**src/rtl/fsqrt_norm_pkg.sv**
```systemverilog
`default_nettype none
// ============================================================================
// Module  : fsqrt_norm_pkg
// Brief   : Shared widths and IEEE single constants for the fsqrt datapath.
// Revision: 1.0 - initial release
// ============================================================================
package fsqrt_norm_pkg;

    localparam int c_mant_w        = 25;
    localparam int c_lz_w          = 5;
    localparam int c_exp_bias      = 127;
    localparam int c_exp_w_default = 10;
    localparam int c_sp_w          = 32;
    localparam int c_sp_exp_w      = 8;
    localparam int c_sp_frac_w     = 23;
    localparam int c_sp_exp_max    = 2 * c_exp_bias + 1;

endpackage
`default_nettype wire

```
**src/rtl/fsqrt_norm_lzc.sv**
```systemverilog
`default_nettype none
// ============================================================================
// Module  : lzc
// Brief   : Leading-zero count of the 25-bit unnormalised mantissa.
// Revision: 1.0 - initial release
// ============================================================================
module lzc
    import fsqrt_norm_pkg::*;
(
    input  logic [c_mant_w-1:0] i_mant,
    output logic [c_lz_w-1:0]   o_lz
);

    // Later (higher) set bits overwrite earlier ones; an all-zero input saturates at 24.
    always_comb begin
        o_lz = c_lz_w'(c_mant_w - 1);
        for (int i = 0; i < c_mant_w; i++) begin
            if (i_mant[i]) begin
                o_lz = c_lz_w'(c_mant_w - 1 - i);
            end
        end
    end

endmodule
`default_nettype wire

```
**src/rtl/fsqrt_norm.sv**
```systemverilog
`default_nettype none
// ============================================================================
// Module  : fsqrt_norm
// Brief   : Two-stage normalise/round/pack pipeline producing IEEE singles.
// Revision: 1.0 - initial release
// ============================================================================
module fsqrt_norm
    import fsqrt_norm_pkg::*;
#(
    parameter int EXP_W = c_exp_w_default
) (
    input  logic                 clk,
    input  logic                 rstn,
    input  logic                 in_valid,
    output logic                 in_ready,
    input  logic                 in_sign,
    input  logic [EXP_W-1:0]     in_exp,
    input  logic [c_mant_w-1:0]  in_mant,
    input  logic                 in_sticky,
    input  logic                 in_special,
    input  logic [c_sp_w-1:0]    in_special_val,
    output logic                 out_valid,
    input  logic                 out_ready,
    output logic [c_sp_w-1:0]    out_data
);

    localparam int c_ew = EXP_W + 2;

    logic                 r_s1_valid;
    logic                 r_s2_valid;
    logic                 r_s1_sign;
    logic                 r_s1_sticky;
    logic                 r_s1_special;
    logic [EXP_W-1:0]     r_s1_exp;
    logic [c_mant_w-1:0]  r_s1_mant;
    logic [c_sp_w-1:0]    r_s1_special_val;
    logic [c_lz_w-1:0]    r_s1_lz;
    logic [c_sp_w-1:0]    r_out_data;

    logic                 w_s2_adv;
    logic                 w_in_fire;
    logic [c_lz_w-1:0]    w_lz;

    logic [c_mant_w-1:0]  w_m;
    logic [c_sp_frac_w-1:0] w_frac;
    logic                 w_guard;
    logic                 w_round_up;
    logic [c_sp_frac_w:0] w_frac_sum;
    logic                 w_carry;
    logic [c_sp_frac_w-1:0] w_frac_fin;
    logic [c_ew-1:0]      w_lz_ext;
    logic [c_ew-1:0]      w_e_pre;
    logic [c_ew-1:0]      w_e_fin;
    logic                 w_underflow;
    logic                 w_overflow;
    logic [c_sp_w-1:0]    w_result;

    assign w_s2_adv  = !r_s2_valid || out_ready;
    assign in_ready  = !r_s1_valid || w_s2_adv;
    assign w_in_fire = in_valid && in_ready;
    assign out_valid = r_s2_valid;
    assign out_data  = r_out_data;

    lzc u_lzc (
        .i_mant (in_mant),
        .o_lz   (w_lz)
    );

    // Stage 2 datapath: after the shift the hidden one sits at bit 24, so a
    // clear bit 24 means the mantissa was zero.
    always_comb begin
        w_m        = r_s1_mant << r_s1_lz;
        w_frac     = w_m[c_sp_frac_w:1];
        w_guard    = w_m[0];
        w_round_up = w_guard & (r_s1_sticky | w_frac[0]);
        w_frac_sum = {1'b0, w_frac} + {{c_sp_frac_w{1'b0}}, w_round_up};
        w_carry    = w_frac_sum[c_sp_frac_w];
        w_frac_fin = w_carry ? {c_sp_frac_w{1'b0}} : w_frac_sum[c_sp_frac_w-1:0];
        w_lz_ext   = {{(c_ew-c_lz_w){1'b0}}, r_s1_lz};
        w_e_pre    = {{2{r_s1_exp[EXP_W-1]}}, r_s1_exp} + c_ew'(1) - w_lz_ext;
        w_e_fin    = w_e_pre + {{(c_ew-1){1'b0}}, w_carry};
        w_underflow = w_e_fin[c_ew-1] || (w_e_fin == {c_ew{1'b0}});
        w_overflow  = !w_e_fin[c_ew-1] && (w_e_fin >= c_ew'(c_sp_exp_max));

        if (r_s1_special) begin
            w_result = r_s1_special_val;
        end else if (!w_m[c_mant_w-1] || w_underflow) begin
            w_result = {r_s1_sign, {(c_sp_w-1){1'b0}}};
        end else if (w_overflow) begin
            w_result = {r_s1_sign, {c_sp_exp_w{1'b1}}, {c_sp_frac_w{1'b0}}};
        end else begin
            w_result = {r_s1_sign, w_e_fin[c_sp_exp_w-1:0], w_frac_fin};
        end
    end

    always_ff @(posedge clk) begin
        if (!rstn) begin
            r_s1_valid <= 1'b0;
            r_s2_valid <= 1'b0;
            r_out_data <= '0;
        end else begin
            if (in_ready) begin
                r_s1_valid <= in_valid;
            end
            if (w_s2_adv) begin
                r_s2_valid <= r_s1_valid;
                if (r_s1_valid) begin
                    r_out_data <= w_result;
                end
            end
        end
    end

    // Payload registers are qualified by r_s1_valid, so they carry no reset.
    always_ff @(posedge clk) begin
        if (w_in_fire) begin
            r_s1_sign        <= in_sign;
            r_s1_exp         <= in_exp;
            r_s1_mant        <= in_mant;
            r_s1_sticky      <= in_sticky;
            r_s1_special     <= in_special;
            r_s1_special_val <= in_special_val;
            r_s1_lz          <= w_lz;
        end
    end

endmodule
`default_nettype wire

```
**config.mk**
```make
export PLATFORM = sky130hd
export DESIGN_NAME = fsqrt_norm
export DESIGN_NICKNAME = d
export VERILOG_FILES = /design/src/rtl/fsqrt_norm_pkg.sv /design/src/rtl/fsqrt_norm_lzc.sv /design/src/rtl/fsqrt_norm.sv
export SDC_FILE = /design/constraint.sdc
export NUM_CORES = 1
export LEC_CHECK = 0
export BUFFER_PORTS_ARGS = -buffer_cell sky130_fd_sc_hd__buf_2
export CAP_MARGIN = 20
export CORE_UTILIZATION = 59
export CTS_BUF_LIST = sky130_fd_sc_hd__clkbuf_8
export CTS_CLUSTER_DIAMETER = 40
export DETAILED_ROUTE_END_ITERATION = 8
export GPL_TIMING_DRIVEN = 0
export PLACE_DENSITY = 0.83
export SLEW_MARGIN = 20
export SYNTH_ARGS = -nofsm -noshare
export SYNTH_HDL_FRONTEND = slang
export SYNTH_SLANG_ARGS = --single-unit
export TNS_END_PERCENT = 5
```
**constraint.sdc**
```tcl
create_clock -name clk -period 7.4 [get_ports clk]
set_input_delay 0.74 -clock clk [delete_from_list [all_inputs] [get_ports clk]]
set_output_delay 0.74 -clock clk [all_outputs]
set_load 0.05 [all_outputs]
```
Word-level counts from Yosys, hierarchy flattened. Index checks and enable logic that the tools add are counted.

$add $sub $neg: 4. $mul: 0. Div/mod/pow operators: 0. Order comparisons: 1. Equal/unequal tests: 0. Shift-type cells: 1. Mux-type cells: 27. Bitwise operators: 2. Reduce and logical (&&, ||, !) cells: 16.

Operators by type and width (count): $mux W4 (16); $mux W31 (2); $mux W32 (1); $shl A25 B5 Y25 (1); $add A23 B1 Y24 (1); $mux W23 (1); $reduce_or A16 Y1 (1); $add A12 B1 Y12 (1); $ge A12 B8 Y1 const B (1); $logic_not A12 Y1 (1); $mux W3 (4); $sub A11 B6 Y12 (1); $add A10 B2 Y11 const B (1); $reduce_or A8 Y1 (1); $logic_not A1 Y1 (4); $logic_or A1 B1 Y1 (4); $mux W2 (2); $reduce_or A4 Y1 (1); $logic_and A1 B1 Y1 (2); $reduce_and A2 Y1 (1); $reduce_or A2 Y1 (1); $and A1 B1 Y1 (1); $mux W1 (1); $or A1 B1 Y1 (1).

Bits in registers: 109. Latch bits: 0. Bits in writable memories: 0. Bits in read-only memories: 0. Bits of input ports: 74. Output and inout port bits: 34. Word-level logic and storage cells: 65. Memories: 0.

Depth between registers and ports, before layout.
Word-level depth: 23. Mapped depth: 27. Depth with buffers taken out: 21.

Cells and area by module. Synthesis repeated with hierarchy kept, for this count alone.

Cells, all modules: 620. Area, all modules: 6789.0 um^2.

By module, submodules not included: fsqrt_norm (times used 1, cells each 572, area each 6523.8 um^2, sequential area each 2932.8 um^2); lzc (times used 1, cells each 48, area each 265.3 um^2, sequential area each 0.0 um^2).

Least setup slack after synthesis. No wires, ideal clock.

Path kind: register -> register. Start: register r_s1_lz[0]. End: register r_out_data[11] (netlist: out_data[11]). Library setup time: 0.123 ns. Arrival time: 5.476 ns. Required time: 7.277 ns. Slack: 1.802 ns. Cell stages (with the launch flop): 27. Buffers on the path: 6. Clock period less this slack: 5.598 ns. Cells stage by stage: edfxtp_1 buf_6 buf_12 buf_12 nor4b_2 nand2_1 nor2_1 ha_1 nand3_1 or4_1 buf_2 nor4b_4 nand4_2 buf_6 fa_1 inv_1 ha_1 inv_1 fa_1 xor2_1 nand3_1 or4_1 nor3b_1 a2111oi_4 buf_6 a221oi_1 nor2_1.

Word-level cells in the longest chain between the ends: 10. Elaborated cells between the ends (all ways): 17. Classes of those cells: add/sub (3); order compare (1); shift (1); mux (4); bitwise (2); reduce/logical (6).

RTL lines: from (decl) (line fsqrt_norm.sv:37) `logic [c_lz_w-1:0] r_s1_lz;`; from (signal assigned) (line fsqrt_norm.sv:123) `r_s1_lz <= w_lz;`; $shl A25 B5 Y25 (line fsqrt_norm.sv:72) `w_m = r_s1_mant << r_s1_lz;`; $or A1 B1 Y1 (line fsqrt_norm.sv:75) `w_round_up = w_guard & (r_s1_sticky | w_frac[0]);`; $and A1 B1 Y1 (line fsqrt_norm.sv:75); $add A23 B1 Y24 (line fsqrt_norm.sv:76) `w_frac_sum = {1'b0, w_frac} + {{c_sp_frac_w{1'b0}}, w_round_up};`; $add A12 B1 Y12 (line fsqrt_norm.sv:81) `w_e_fin = w_e_pre + {{(c_ew-1){1'b0}}, w_carry};`; $ge A12 B8 Y1, or another cell as far along (line fsqrt_norm.sv:83) `w_overflow = !w_e_fin[c_ew-1] && (w_e_fin >= c_ew'(c_sp_exp_max));`; $logic_and A1 B1 Y1 / $logic_or A1 B1 Y1 (equally long branches) (line fsqrt_norm.sv:83, fsqrt_norm.sv:82); $mux W31 / $logic_or A1 B1 Y1 (equally long branches) (line fsqrt_norm.sv:89, fsqrt_norm.sv:87); $mux W31 * (line fsqrt_norm.sv:87) `end else if (!w_m[c_mant_w-1] || w_underflow) begin`; $mux W32 * (line fsqrt_norm.sv:85) `if (r_s1_special) begin`; to (signal assigned) (line fsqrt_norm.sv:108) `r_out_data <= w_result;`; to (decl) (line fsqrt_norm.sv:38) `logic [c_sp_w-1:0] r_out_data;`.

Every way passes the cells marked *; elsewhere a longest branch is shown, timed or not. A chain may end at the register's enable or synchronous reset.

Worst setup path in the final report.
Start: register r_s1_lz[0]. End: register r_out_data[13] (netlist: out_data[13]).

The elaborated chain is that of the path after synthesis.

==> results.md <==
* Post-route cell area at 7780 um^2
* Hold buffer count at CTS at 0
* Area of the core at 11100 um^2
* Final number of hold-violating endpoints at 0
* All-Layer GR Usage at 0.313
* CTS clk-pin slew, worst paths at ~0.10 ns
* Fmax at 147 MHz
* Clock root cell: clkbuf_8
* Number of buffers on the longest clock path at 2
* Total nets after synthesis at 702
* GRT overflow at 0
* Setup Skew at between 0.006 and 0.007 ns
* Pwr dens at 188 nW/um^2
* Largest driver fanout on the critical path at 10
* Synthesis warning total at 0
* Placed wire-length estimate at between 10000 and 15000 um
* Routed via count at 5636
* Total number of H-tree levels at 3
* Share of the clock period used by the worst path at 0.919
* Reported leakage power at 3.06 nW
* Commonest register cell after synthesis: edfxtp_1
* Synth Register Bits at 109
* Leading cell types in the layout, fill and taps excluded: buf_2 (112), edfxtp_1 (75), a21oi_1 (59)
* Accumulated negative setup slack at 0 ns
* Clock insertion delay at the later pin of the skew report at 0.41 ns
* Per-instance average area after synthesis at 11.2 um^2
* Slowest cell on the critical path: edfxtp_1
* Most area-hungry cell type in the Yosys netlist: edfxtp_1
* Detailed-route wire length on metal 1 at 7400 um
* Total wirelength of the detailed-routed design at approximately 18000 um
* Final net count at 821
* WP data required at 7.73 ns
* Average wire per standard cell at 20.1 um
* Drc violations at 0
* Fraction of synthesis flops using an asynchronous set or reset pin at 0
* I/O pin cnt at 108
* Iter 0 DRT Violations at 588
* Number of buffers inserted to repair setup after CTS at 0
* Final RePlAce weighted congestion at 0.905
* Num CTS Buffers at 9
* Yosys top cell area share at 0.329
* Run status: complete, no violations
* Total Die Area at approximately 12000 um^2
* Via-to-Cell Ratio at roughly 6.4
* Vias in the first global route at 5501
* Amount of wire on met2 after detailed routing at 8420 um
* Synth area leaders: edfxtp_1 (33%), dfxtp_1 (9.9%), mux4_2 (7.2%), a21oi_1 (4.3%), o21ai_0 (3.1%)
* Pin count of the biggest net entering global routing at 43
* Worst Hold Class: input pin to register
* Type of destination of the critical path: register
* Most used cell, CP: buf_6
* Commonest non-fill, non-tap cell in the layout: buf_2
* I/O Buffers at 107
* Area Growth Syn to Fin at 13.6%
* Met3 routed WL at 1250 um
* Detailed Routing Iterations Pass 1 at 5
* Total of max-cap violations at 0
* Die Ht at 110 um
* Site Rows at 38
* Pin slew with the least headroom to its limit at 0.617 ns
* TritonCTS Sinks at between 100 and 150
* Kind of start point of the critical path: register
* Maximum single-stage delay on the critical path at 0.55 ns
* Worst reg-to-reg path cell count at 27
* Initial Util at 0.618
* Arrival time at the worst endpoint at ~7.1 ns
* Cell Area, Synth at about 7000 um^2
* Sequential-to-total area share from yosys stat at 0.428
* Wire length of the first global-routing pass at 27800 um
* Post-route antenna net violation count at 0
* TritonCTS clock tree: yes
* Top layer used by detailed routing: met4
* Final critical path time including I/O delays and setup at 6.80 ns
* Cell depth of the worst min-delay path at 1
* Post-synth cell types at 85
* Total count of max-transition violations in the final report at 0
* Count of cells resized by post-cts repair at 0
* EDFF count, synth at 75
* Number of antenna diodes at 0
* Number of antenna violations at the first check in global routing at 0
* Worst rel slew slack at 0.577
* Cell count after synthesis at roughly 610
* IR drop worst, VDD at 0.213 mV
* Count of endpoints failing setup in the final report at 0
* Post-layout utilization of the core at 0.702
* Placed Instance Area at approximately 7600 um^2
* Type of the worst setup path: register to register
* RSZ-0062 raised after global routing: false
* Die span in x at 110 um
* Fraction of layout instances using a drive strength above 1 at 0.295
[per-layer routing]
layer / GRT usage / vias to the layer above
met5: 0 / -
met4: 0.150 / 0
met3: 0.0759 / 40
met2: 0.508 / 261
met1: 0.394 / 2725
li1: - / 2610
[cell type report]
class	instances	area, um^2
repair buffers	108	556
well taps	140	175
clock inverters	7	72.6
flip-flops and latches	109	2930
plain buffers	35	268
fillers	799	3300
multi-input cells	443	3560
inverters	24	90.1
clock buffers	9	124
[power breakdown]
group / switching, mW / internal (mW) / total (mW)
Sequential: 0.0248 / 0.691 / 0.716
Clock: 0.218 / 0.159 / 0.377
Combinational: 0.226 / 0.142 / 0.368
Total: 0.469 / 0.992 / 1.46
[critical path, delay by kind of cell (launching register included)]
family / cells / cell delay (ns)
buffers and inverters: 8 / 1.30
AND/OR/NAND/NOR: 8 / 1.83
adder cells (fa/ha/maj): 4 / 1.09
AO/OA/AOI/OAI: 7 / 1.91
flip-flops: 1 / 0.55
[kinds of logic after synthesis]
kind of cell	count (synthesis)	share of synthesized area
adders and majority gates	17	0.0333
muxes	60	0.149
AOI/OAI and AO/OA	176	0.178
and+or+nand+nor	174	0.139
buffers and inverters	59	0.0523
xor gates and xnor gates	16	0.0205
DFF	109	0.428
[per-stage QoR]
| step | hold WS, ns | instances | power (mW) | worst slack, ns |
|---|---|---|---|---|
| after floorplan | 0.489 | 611 | 0.988 | 1.80 |
| after global placement | 0.479 | 858 | 1.08 | 0.879 |
| after detailed placement | 0.486 | 859 | 1.09 | 0.710 |
| after CTS | 0.482 | 875 | 1.46 | 0.667 |
| after global routing | 0.476 | 875 | 1.52 | 0.114 |
| final | 0.498 | 875 | 1.46 | 0.597 |
[synth_stat cells (13+ instances only)]
cell type,count
clkbuf_1,15
nor3_1,13
nor2_1,46
mux2i_1,19
inv_1,22
edfxtp_1,75
dfxtp_1,34
nand2_1,37
nand3_1,13
o21ai_0,42
a21oi_1,59
ha_1,15
mux4_2,22
[registers in the layout, summed over array words and instances (netlist names), 5 cells and up]
register	cells
out_data	32
r_s1_mant	25
r_s1_exp	10
r_s1_special_val	32
r_s1_lz	5
[final timing paths]
kind | slack, ns | start | endpoint
setup reg to reg | 0.60 | r_s1_lz[0] | out_data[13]
setup / recovery | 0.60 | r_s1_lz[0] | out_data[13]
hold reg to reg | 0.51 | out_data[31] | out_data[31]
hold / removal | 0.50 | in_special | r_s1_special
Power figures use the tool's default switching activity.
